===== config.mk =====
export PLATFORM = sky130hd
export DESIGN_NAME = seg7_scan_decoder
export DESIGN_NICKNAME = d
export VERILOG_FILES = /design/src/rtl/seg7_pkg.sv /design/src/rtl/seg7_digit_stab.sv /design/src/rtl/seg7_scan_decoder.sv
export SDC_FILE = /design/constraint.sdc
export NUM_CORES = 1
export LEC_CHECK = 0
export CORE_MARGIN = 10
export CORE_UTILIZATION = 50
export DETAILED_ROUTE_END_ITERATION = 16
export HOLD_SLACK_MARGIN = 0.12
export PLACE_DENSITY = 0.73
export SYNTH_ARGS = -nofsm -noshare
export SYNTH_HDL_FRONTEND = slang
export SYNTH_HIERARCHICAL = 1
export SYNTH_SLANG_ARGS = --single-unit

===== constraint.sdc =====
create_clock -name clk -period 4.97 [get_ports clk]
set_input_delay 1.491 -clock clk [delete_from_list [all_inputs] [get_ports clk]]
set_output_delay 1.491 -clock clk [all_outputs]
set_load 0.01 [all_outputs]

===== src/rtl/seg7_pkg.sv =====
// Shared segment-code table for the 4-digit 7-segment scan bus.
// Patterns are active-high gfedcba (bit 0 = segment a).
package seg7_pkg;

    localparam logic [6:0] SEG_0     = 7'h3F;
    localparam logic [6:0] SEG_1     = 7'h06;
    localparam logic [6:0] SEG_2     = 7'h5B;
    localparam logic [6:0] SEG_3     = 7'h4F;
    localparam logic [6:0] SEG_4     = 7'h66;
    localparam logic [6:0] SEG_5     = 7'h6D;
    localparam logic [6:0] SEG_6     = 7'h7D;
    localparam logic [6:0] SEG_7     = 7'h07;
    localparam logic [6:0] SEG_8     = 7'h7F;
    localparam logic [6:0] SEG_9     = 7'h6F;
    localparam logic [6:0] SEG_BLANK = 7'h00;

    typedef struct packed {
        logic       valid;
        logic       blank;
        logic [3:0] bcd;
    } digit_code_t;

    localparam digit_code_t CODE_BLANK = '{valid: 1'b1, blank: 1'b1, bcd: 4'd0};

    function automatic digit_code_t seg_to_bcd(input logic [6:0] pat);
        digit_code_t code;
        code = '{valid: 1'b1, blank: 1'b0, bcd: 4'd0};
        case (pat)
            SEG_0:     code.bcd = 4'd0;
            SEG_1:     code.bcd = 4'd1;
            SEG_2:     code.bcd = 4'd2;
            SEG_3:     code.bcd = 4'd3;
            SEG_4:     code.bcd = 4'd4;
            SEG_5:     code.bcd = 4'd5;
            SEG_6:     code.bcd = 4'd6;
            SEG_7:     code.bcd = 4'd7;
            SEG_8:     code.bcd = 4'd8;
            SEG_9:     code.bcd = 4'd9;
            SEG_BLANK: code.blank = 1'b1;
            default:   code.valid = 1'b0;
        endcase
        return code;
    endfunction

endpackage


===== src/rtl/seg7_digit_stab.sv =====
// Per-digit debounce: counts identical consecutive frame values and
// commits the digit once the run reaches STABLE_CNT.
module seg7_digit_stab
    import seg7_pkg::*;
#(
    parameter int unsigned STABLE_CNT = 2
) (
    input  logic        clk,
    input  logic        rst,
    input  logic        commit_i,
    input  digit_code_t code_i,
    output logic [3:0]  bcd_o,
    output logic        blank_o
);

    localparam logic [2:0] STAB_MAX = 3'd7;
    localparam logic [2:0] STAB_REQ = 3'(STABLE_CNT);

    logic [2:0] stab_q, stab_d;
    logic       prev_blank_q, prev_blank_d;
    logic [3:0] prev_bcd_q, prev_bcd_d;
    logic       blank_q, blank_d;
    logic [3:0] bcd_q, bcd_d;
    logic       same_s;

    // Stability run update and commit decision for one frame value
    always_comb begin
        stab_d       = stab_q;
        prev_blank_d = prev_blank_q;
        prev_bcd_d   = prev_bcd_q;
        blank_d      = blank_q;
        bcd_d        = bcd_q;
        same_s       = (code_i.blank == prev_blank_q) && (code_i.bcd == prev_bcd_q);
        if (commit_i && code_i.valid) begin
            if (same_s) begin
                if (stab_q != STAB_MAX) begin
                    stab_d = stab_q + 3'd1;
                end else begin
                    stab_d = stab_q;
                end
            end else begin
                stab_d = 3'd1;
            end
            prev_blank_d = code_i.blank;
            prev_bcd_d   = code_i.bcd;
            if (stab_d >= STAB_REQ) begin
                blank_d = code_i.blank;
                bcd_d   = code_i.blank ? 4'd0 : code_i.bcd;
            end else begin
                blank_d = blank_q;
                bcd_d   = bcd_q;
            end
        end else begin
            stab_d = stab_q;
        end
    end

    // State registers with synchronous reset
    always_ff @(posedge clk) begin
        if (rst) begin
            stab_q       <= 3'd0;
            prev_blank_q <= 1'b1;
            prev_bcd_q   <= 4'd0;
            blank_q      <= 1'b1;
            bcd_q        <= 4'd0;
        end else begin
            stab_q       <= stab_d;
            prev_blank_q <= prev_blank_d;
            prev_bcd_q   <= prev_bcd_d;
            blank_q      <= blank_d;
            bcd_q        <= bcd_d;
        end
    end

    assign bcd_o   = bcd_q;
    assign blank_o = blank_q;

endmodule


===== src/rtl/seg7_scan_decoder.sv =====
// Scan-bus monitor: recovers the digits shown by a multiplexed 7-segment
// driver, filtering short strobes and flagging illegal patterns.
module seg7_scan_decoder
    import seg7_pkg::*;
#(
    parameter int unsigned NUM_DIGITS     = 4,
    parameter int unsigned MIN_STROBE     = 4,
    parameter int unsigned STABLE_CNT     = 2,
    parameter bit          SEG_ACTIVE_LOW = 1'b1
) (
    input  logic                    clk,
    input  logic                    rst,
    input  logic [NUM_DIGITS-1:0]   dig_sel,
    input  logic [6:0]              segs,
    output logic [4*NUM_DIGITS-1:0] digit_bcd,
    output logic [NUM_DIGITS-1:0]   digit_blank,
    output logic                    frame_valid,
    output logic                    seg_err,
    input  logic                    err_clr
);

    localparam int unsigned LEN_W    = $clog2(MIN_STROBE + 1);
    localparam int unsigned IDX_W    = (NUM_DIGITS > 1) ? $clog2(NUM_DIGITS) : 1;
    localparam logic [LEN_W-1:0] LEN_MAX  = LEN_W'(MIN_STROBE);
    localparam logic [IDX_W-1:0] LAST_IDX = IDX_W'(NUM_DIGITS - 1);

    function automatic logic is_onehot(input logic [NUM_DIGITS-1:0] v);
        return (v != '0) && ((v & (v - NUM_DIGITS'(1))) == '0);
    endfunction

    function automatic logic [IDX_W-1:0] onehot_idx(input logic [NUM_DIGITS-1:0] v);
        logic [IDX_W-1:0] idx;
        idx = '0;
        for (int unsigned k = 0; k < NUM_DIGITS; k++) begin
            idx = idx | (v[k] ? IDX_W'(k) : IDX_W'(0));
        end
        return idx;
    endfunction

    logic [NUM_DIGITS-1:0] sel_q, sel_prev_q;
    logic [6:0]            seg_q, seg_prev_q;
    logic [LEN_W-1:0]      strobe_len_q, strobe_len_d;
    digit_code_t           slot_q  [NUM_DIGITS];
    digit_code_t           slot_d  [NUM_DIGITS];
    digit_code_t           frame_q [NUM_DIGITS];
    digit_code_t           frame_d [NUM_DIGITS];
    digit_code_t           merged_s[NUM_DIGITS];
    logic                  frame_end_q, frame_end_d;
    logic                  frame_valid_q;
    logic                  seg_err_q, seg_err_d;

    logic                  run_same_s, run_long_s, prev_onehot_s;
    logic                  capture_s, multi_err_s, cap_err_s, frame_close_s;
    digit_code_t           cap_code_s;
    logic [IDX_W-1:0]      cap_idx_s;

    // Run tracking: a run of one select value that ends after MIN_STROBE cycles is captured
    always_comb begin
        run_same_s    = (sel_q == sel_prev_q) && (sel_q != '0);
        run_long_s    = (strobe_len_q == LEN_MAX);
        prev_onehot_s = is_onehot(sel_prev_q);
        capture_s     = !run_same_s && run_long_s && prev_onehot_s;
        multi_err_s   = run_long_s && !prev_onehot_s;
        cap_code_s    = seg_to_bcd(seg_prev_q);
        cap_idx_s     = onehot_idx(sel_prev_q);
        cap_err_s     = capture_s && !cap_code_s.valid;
        frame_close_s = capture_s && (cap_idx_s == LAST_IDX);
        strobe_len_d  = strobe_len_q;
        if (run_same_s) begin
            if (strobe_len_q != LEN_MAX) begin
                strobe_len_d = strobe_len_q + LEN_W'(1);
            end else begin
                strobe_len_d = strobe_len_q;
            end
        end else if (sel_q != '0) begin
            strobe_len_d = LEN_W'(1);
        end else begin
            strobe_len_d = '0;
        end
    end

    // Frame assembly: merge the capture, then hand the frame over and restart on close
    always_comb begin
        frame_end_d = frame_close_s;
        for (int unsigned k = 0; k < NUM_DIGITS; k++) begin
            merged_s[k] = slot_q[k];
            slot_d[k]   = slot_q[k];
            frame_d[k]  = frame_q[k];
            if (capture_s && (cap_idx_s == IDX_W'(k))) begin
                merged_s[k] = cap_code_s;
            end else begin
                merged_s[k] = slot_q[k];
            end
            // Slots never captured in a frame stay at CODE_BLANK, i.e. read as blank
            if (frame_close_s) begin
                frame_d[k] = merged_s[k];
                slot_d[k]  = CODE_BLANK;
            end else begin
                frame_d[k] = frame_q[k];
                slot_d[k]  = merged_s[k];
            end
        end
    end

    // Sticky error: a new error wins over a simultaneous clear
    always_comb begin
        seg_err_d = seg_err_q;
        if (cap_err_s || multi_err_s) begin
            seg_err_d = 1'b1;
        end else if (err_clr) begin
            seg_err_d = 1'b0;
        end else begin
            seg_err_d = seg_err_q;
        end
    end

    // Input sampling, run tracking and frame state registers
    always_ff @(posedge clk) begin
        if (rst) begin
            sel_q         <= '0;
            seg_q         <= 7'h00;
            sel_prev_q    <= '0;
            seg_prev_q    <= 7'h00;
            strobe_len_q  <= '0;
            frame_end_q   <= 1'b0;
            frame_valid_q <= 1'b0;
            seg_err_q     <= 1'b0;
            for (int unsigned k = 0; k < NUM_DIGITS; k++) begin
                slot_q[k]  <= CODE_BLANK;
                frame_q[k] <= CODE_BLANK;
            end
        end else begin
            sel_q         <= dig_sel;
            seg_q         <= SEG_ACTIVE_LOW ? ~segs : segs;
            sel_prev_q    <= sel_q;
            seg_prev_q    <= seg_q;
            strobe_len_q  <= strobe_len_d;
            frame_end_q   <= frame_end_d;
            frame_valid_q <= frame_end_q;
            seg_err_q     <= seg_err_d;
            for (int unsigned k = 0; k < NUM_DIGITS; k++) begin
                slot_q[k]  <= slot_d[k];
                frame_q[k] <= frame_d[k];
            end
        end
    end

    for (genvar g = 0; g < NUM_DIGITS; g++) begin : g_digit
        seg7_digit_stab #(
            .STABLE_CNT (STABLE_CNT)
        ) u_stab (
            .clk      (clk),
            .rst      (rst),
            .commit_i (frame_end_q),
            .code_i   (frame_q[g]),
            .bcd_o    (digit_bcd[4*g +: 4]),
            .blank_o  (digit_blank[g])
        );
    end

    assign frame_valid = frame_valid_q;
    assign seg_err     = seg_err_q;

endmodule


==> results.yml <==
yosys:
  synth_seq_cells: 122
  mappedNetlistNets: 564
  yosysSeqAreaShare_pct: 47.0
  yosysWarnings: 6
  synthDistinctLibCells: 54
  synthArstFlopShare_pct: 0
  synth_ff_type: "dfxtp_1"
  avgSynthCellArea_um2: 9.56
  syn-cell-area_um2: 5200
  synth_cells: 544
  synth_edf_count: 0
clock_tree:
  cts_buffer_depth: 2
  cts_resized: 0
  root_buffer: "clkbuf_8"
  cts_hold_buffers: 0
  cts_tree: "done"
  cts.htree.levels: 4
  clock_sinks: 122
  path_clk_slew_ps: 60
  clk_latency_ps: 510
  numCtsBuffers: 17
  postCtsSetupRepairBufs: 0
global_route:
  grt_pass1_vias: 3901
  grt_start_max_net_pins: 37
  antenna_found_initial: 0
  grt_usage_pct: 15.0
  grt-ovfl-total: 0
  grt_pass1_wl_um: 18300
power:
  max-vdd-ir-drop_v: 0.000208
  power.density_nw_per_um2: 367
  leakage_nw: 2.19
layout:
  multi_input_area_um2: 2610
  seq_area_um2: 2440
  diodes: 0
  fillers: 853
  mostFrequentLayoutCell: "dfxtp_1"
  layout_common_cells: "122 x dfxtp_1, 80 x nand2_1, 37 x nor2_1"
  fin_util_pct: 60.5
  area_delta_synth_final_pct: 19.1
  nets: 590
  drive_gt1_share_pct: 11.5
route:
  drt_iter0_markers: 287
  routed_via_density: 5.44
  drt_pass1_iterations: 4
  wire_per_inst_um: 14.9
  num_vias: 3910
  ant_nets: 0
  wirelength_um: 10700
  drc: 0
placed_design:
  dp_slack_ps: 1780
  io_buffers: 35
  gp_congestion: 0.773
  place_hpwl_um: 7150
critical_path:
  cp.required_ps: 3480
  worstPathCellList: "clkdlybuf4s50_1"
  cp_top_family: "buffers and inverters"
  start_kind: "flip-flop"
  cp-end-kind: "output port"
  critPathArrivalTime_ps: 1410
  crit_slowest_cell: "clkdlybuf4s50_1"
  path_max_fanout: 2
  slowest_delay_ps: 550
  crit_buf_inv: 1
  crit_type: "flip-flop to output port"
timing:
  fin_ws_ps: 2070
  fin_crit_sh_pct: 58.3
  finClkSkew_ps: 7.24
  fin_crit_ps: 2900
  rsz0062_at_grt: "no"
  worst_pin_slew_ps: 920
  slew_violations: 0
  max_clock_freq_ghz: 0.345
  finalSetupTns_ps: 0
  final_hold_viol_count: 0
  setup_violations: 0
  slew_headroom_pct: 38.1
die:
  fp-row-count: 37
  die-area_um2: 14900
  die_x_um: 122
  die_h_um: 122
  io_pins: 36
  floorplan.initialDensity_pct: 50.8
  core_area_um2: 10200
job:
  cap_viol_max_count: 0
worst_hold_path:
  hold_path.class: "flip-flop to flip-flop"
status:
  outcome: "finished, final reports clean"
[power breakdown]
group | internal, mW | leakage [nW] | switching (mW)
combinational | 0.0253 | 0.922 | 0.0355
sequential | 0.988 | 0.988 | 0.0102
clock | 0.785 | 0.279 | 0.427
[synthesized netlist by cell type (9+ instances only)]
library cell / count / share of area [%]
a21oi_1: 32 / 3.1
buf_2: 11 / 1.1
clkbuf_1: 16 / 1.2
dfxtp_1: 122 / 47
mux2i_1: 35 / 6.7
nand2_1: 80 / 5.8
nand3_1: 16 / 1.5
nand3b_1: 17 / 2.5
nor2_1: 37 / 2.7
nor2b_1: 20 / 2.4
nor3_1: 11 / 1.1
nor4_1: 10 / 1.2
o2bb2ai_1: 12 / 2.0
xnor2_1: 9 / 1.5
xnor2_2: 12 / 3.8
[cell families (layout without fill, tap and decap cells)]
logic type | after synthesis | count (layout) | synth area share (%)
buffers and inverters | 36 | 75 | 2.96
adders and majority gates | 6 | 6 | 1.44
xor gates and xnor gates | 26 | 26 | 6.11
and+or+nand+nor | 238 | 238 | 25.0
muxes | 35 | 35 | 6.74
DFF | 122 | 122 | 47.0
AOI/OAI and AO/OA | 81 | 81 | 10.8
[routing by layer]
layer | GRT usage [%] | wire length (um)
met1 | 17.0 | 4690
met3 | 4.07 | 532
met2 | 25.7 | 5310
met5 | 0 | 0
met4 | 6.41 | 168
[through the flow]
step                      area [um2]  total power [mW]  cells  hold slack, ps
after floorplan                 5200              1.06    544             414
after global placement          5600              1.08    687             423
after detailed placement        5600              1.08    687             420
after CTS                       6190              2.29    719             436
after global routing            6190              2.34    719             447
final                           6190              2.27    719             435
[final timing paths]
path / startpoint / to / slack, ps / cells past startpoint
max: g_digit[1].u_stab/bcd_o[3] / digit_bcd[7] / 2070 / 1
min: seg_q[4] / seg_prev_q[4] / 440 / 1
min reg2reg: seg_q[4] / seg_prev_q[4] / 440 / 1
max reg2reg: sel_prev_q[1] / frame_q[0][23] / 2370 / 5
[state kept, by name, summed over array words and instances (netlist names)]
signal and flops:
strobe_len_q 3, seg_err 1, g_digit.u_stab/stab_q 12, seg_prev_q 7
slot_q 18, frame_valid 1, g_digit.u_stab/prev_bcd_q 16, sel_prev_q 4
g_digit.u_stab/blank_o 4, g_digit.u_stab/prev_blank_q 4, frame_end_q 1, sel_q 4
g_digit.u_stab/bcd_o 16, seg_q 7, frame_q 24
[final cells by class]
class	instances	area share, %
Clock buffer	20	7.19
Sequential cell	122	39.4
Timing Repair Buffer	36	5.70
Tap cell	136	2.75
Multi-Input combinational cell	386	42.1
Clock inverter	12	2.38
Inverter	7	0.424
No activity file was read; power rests on OpenSTA's default activity.
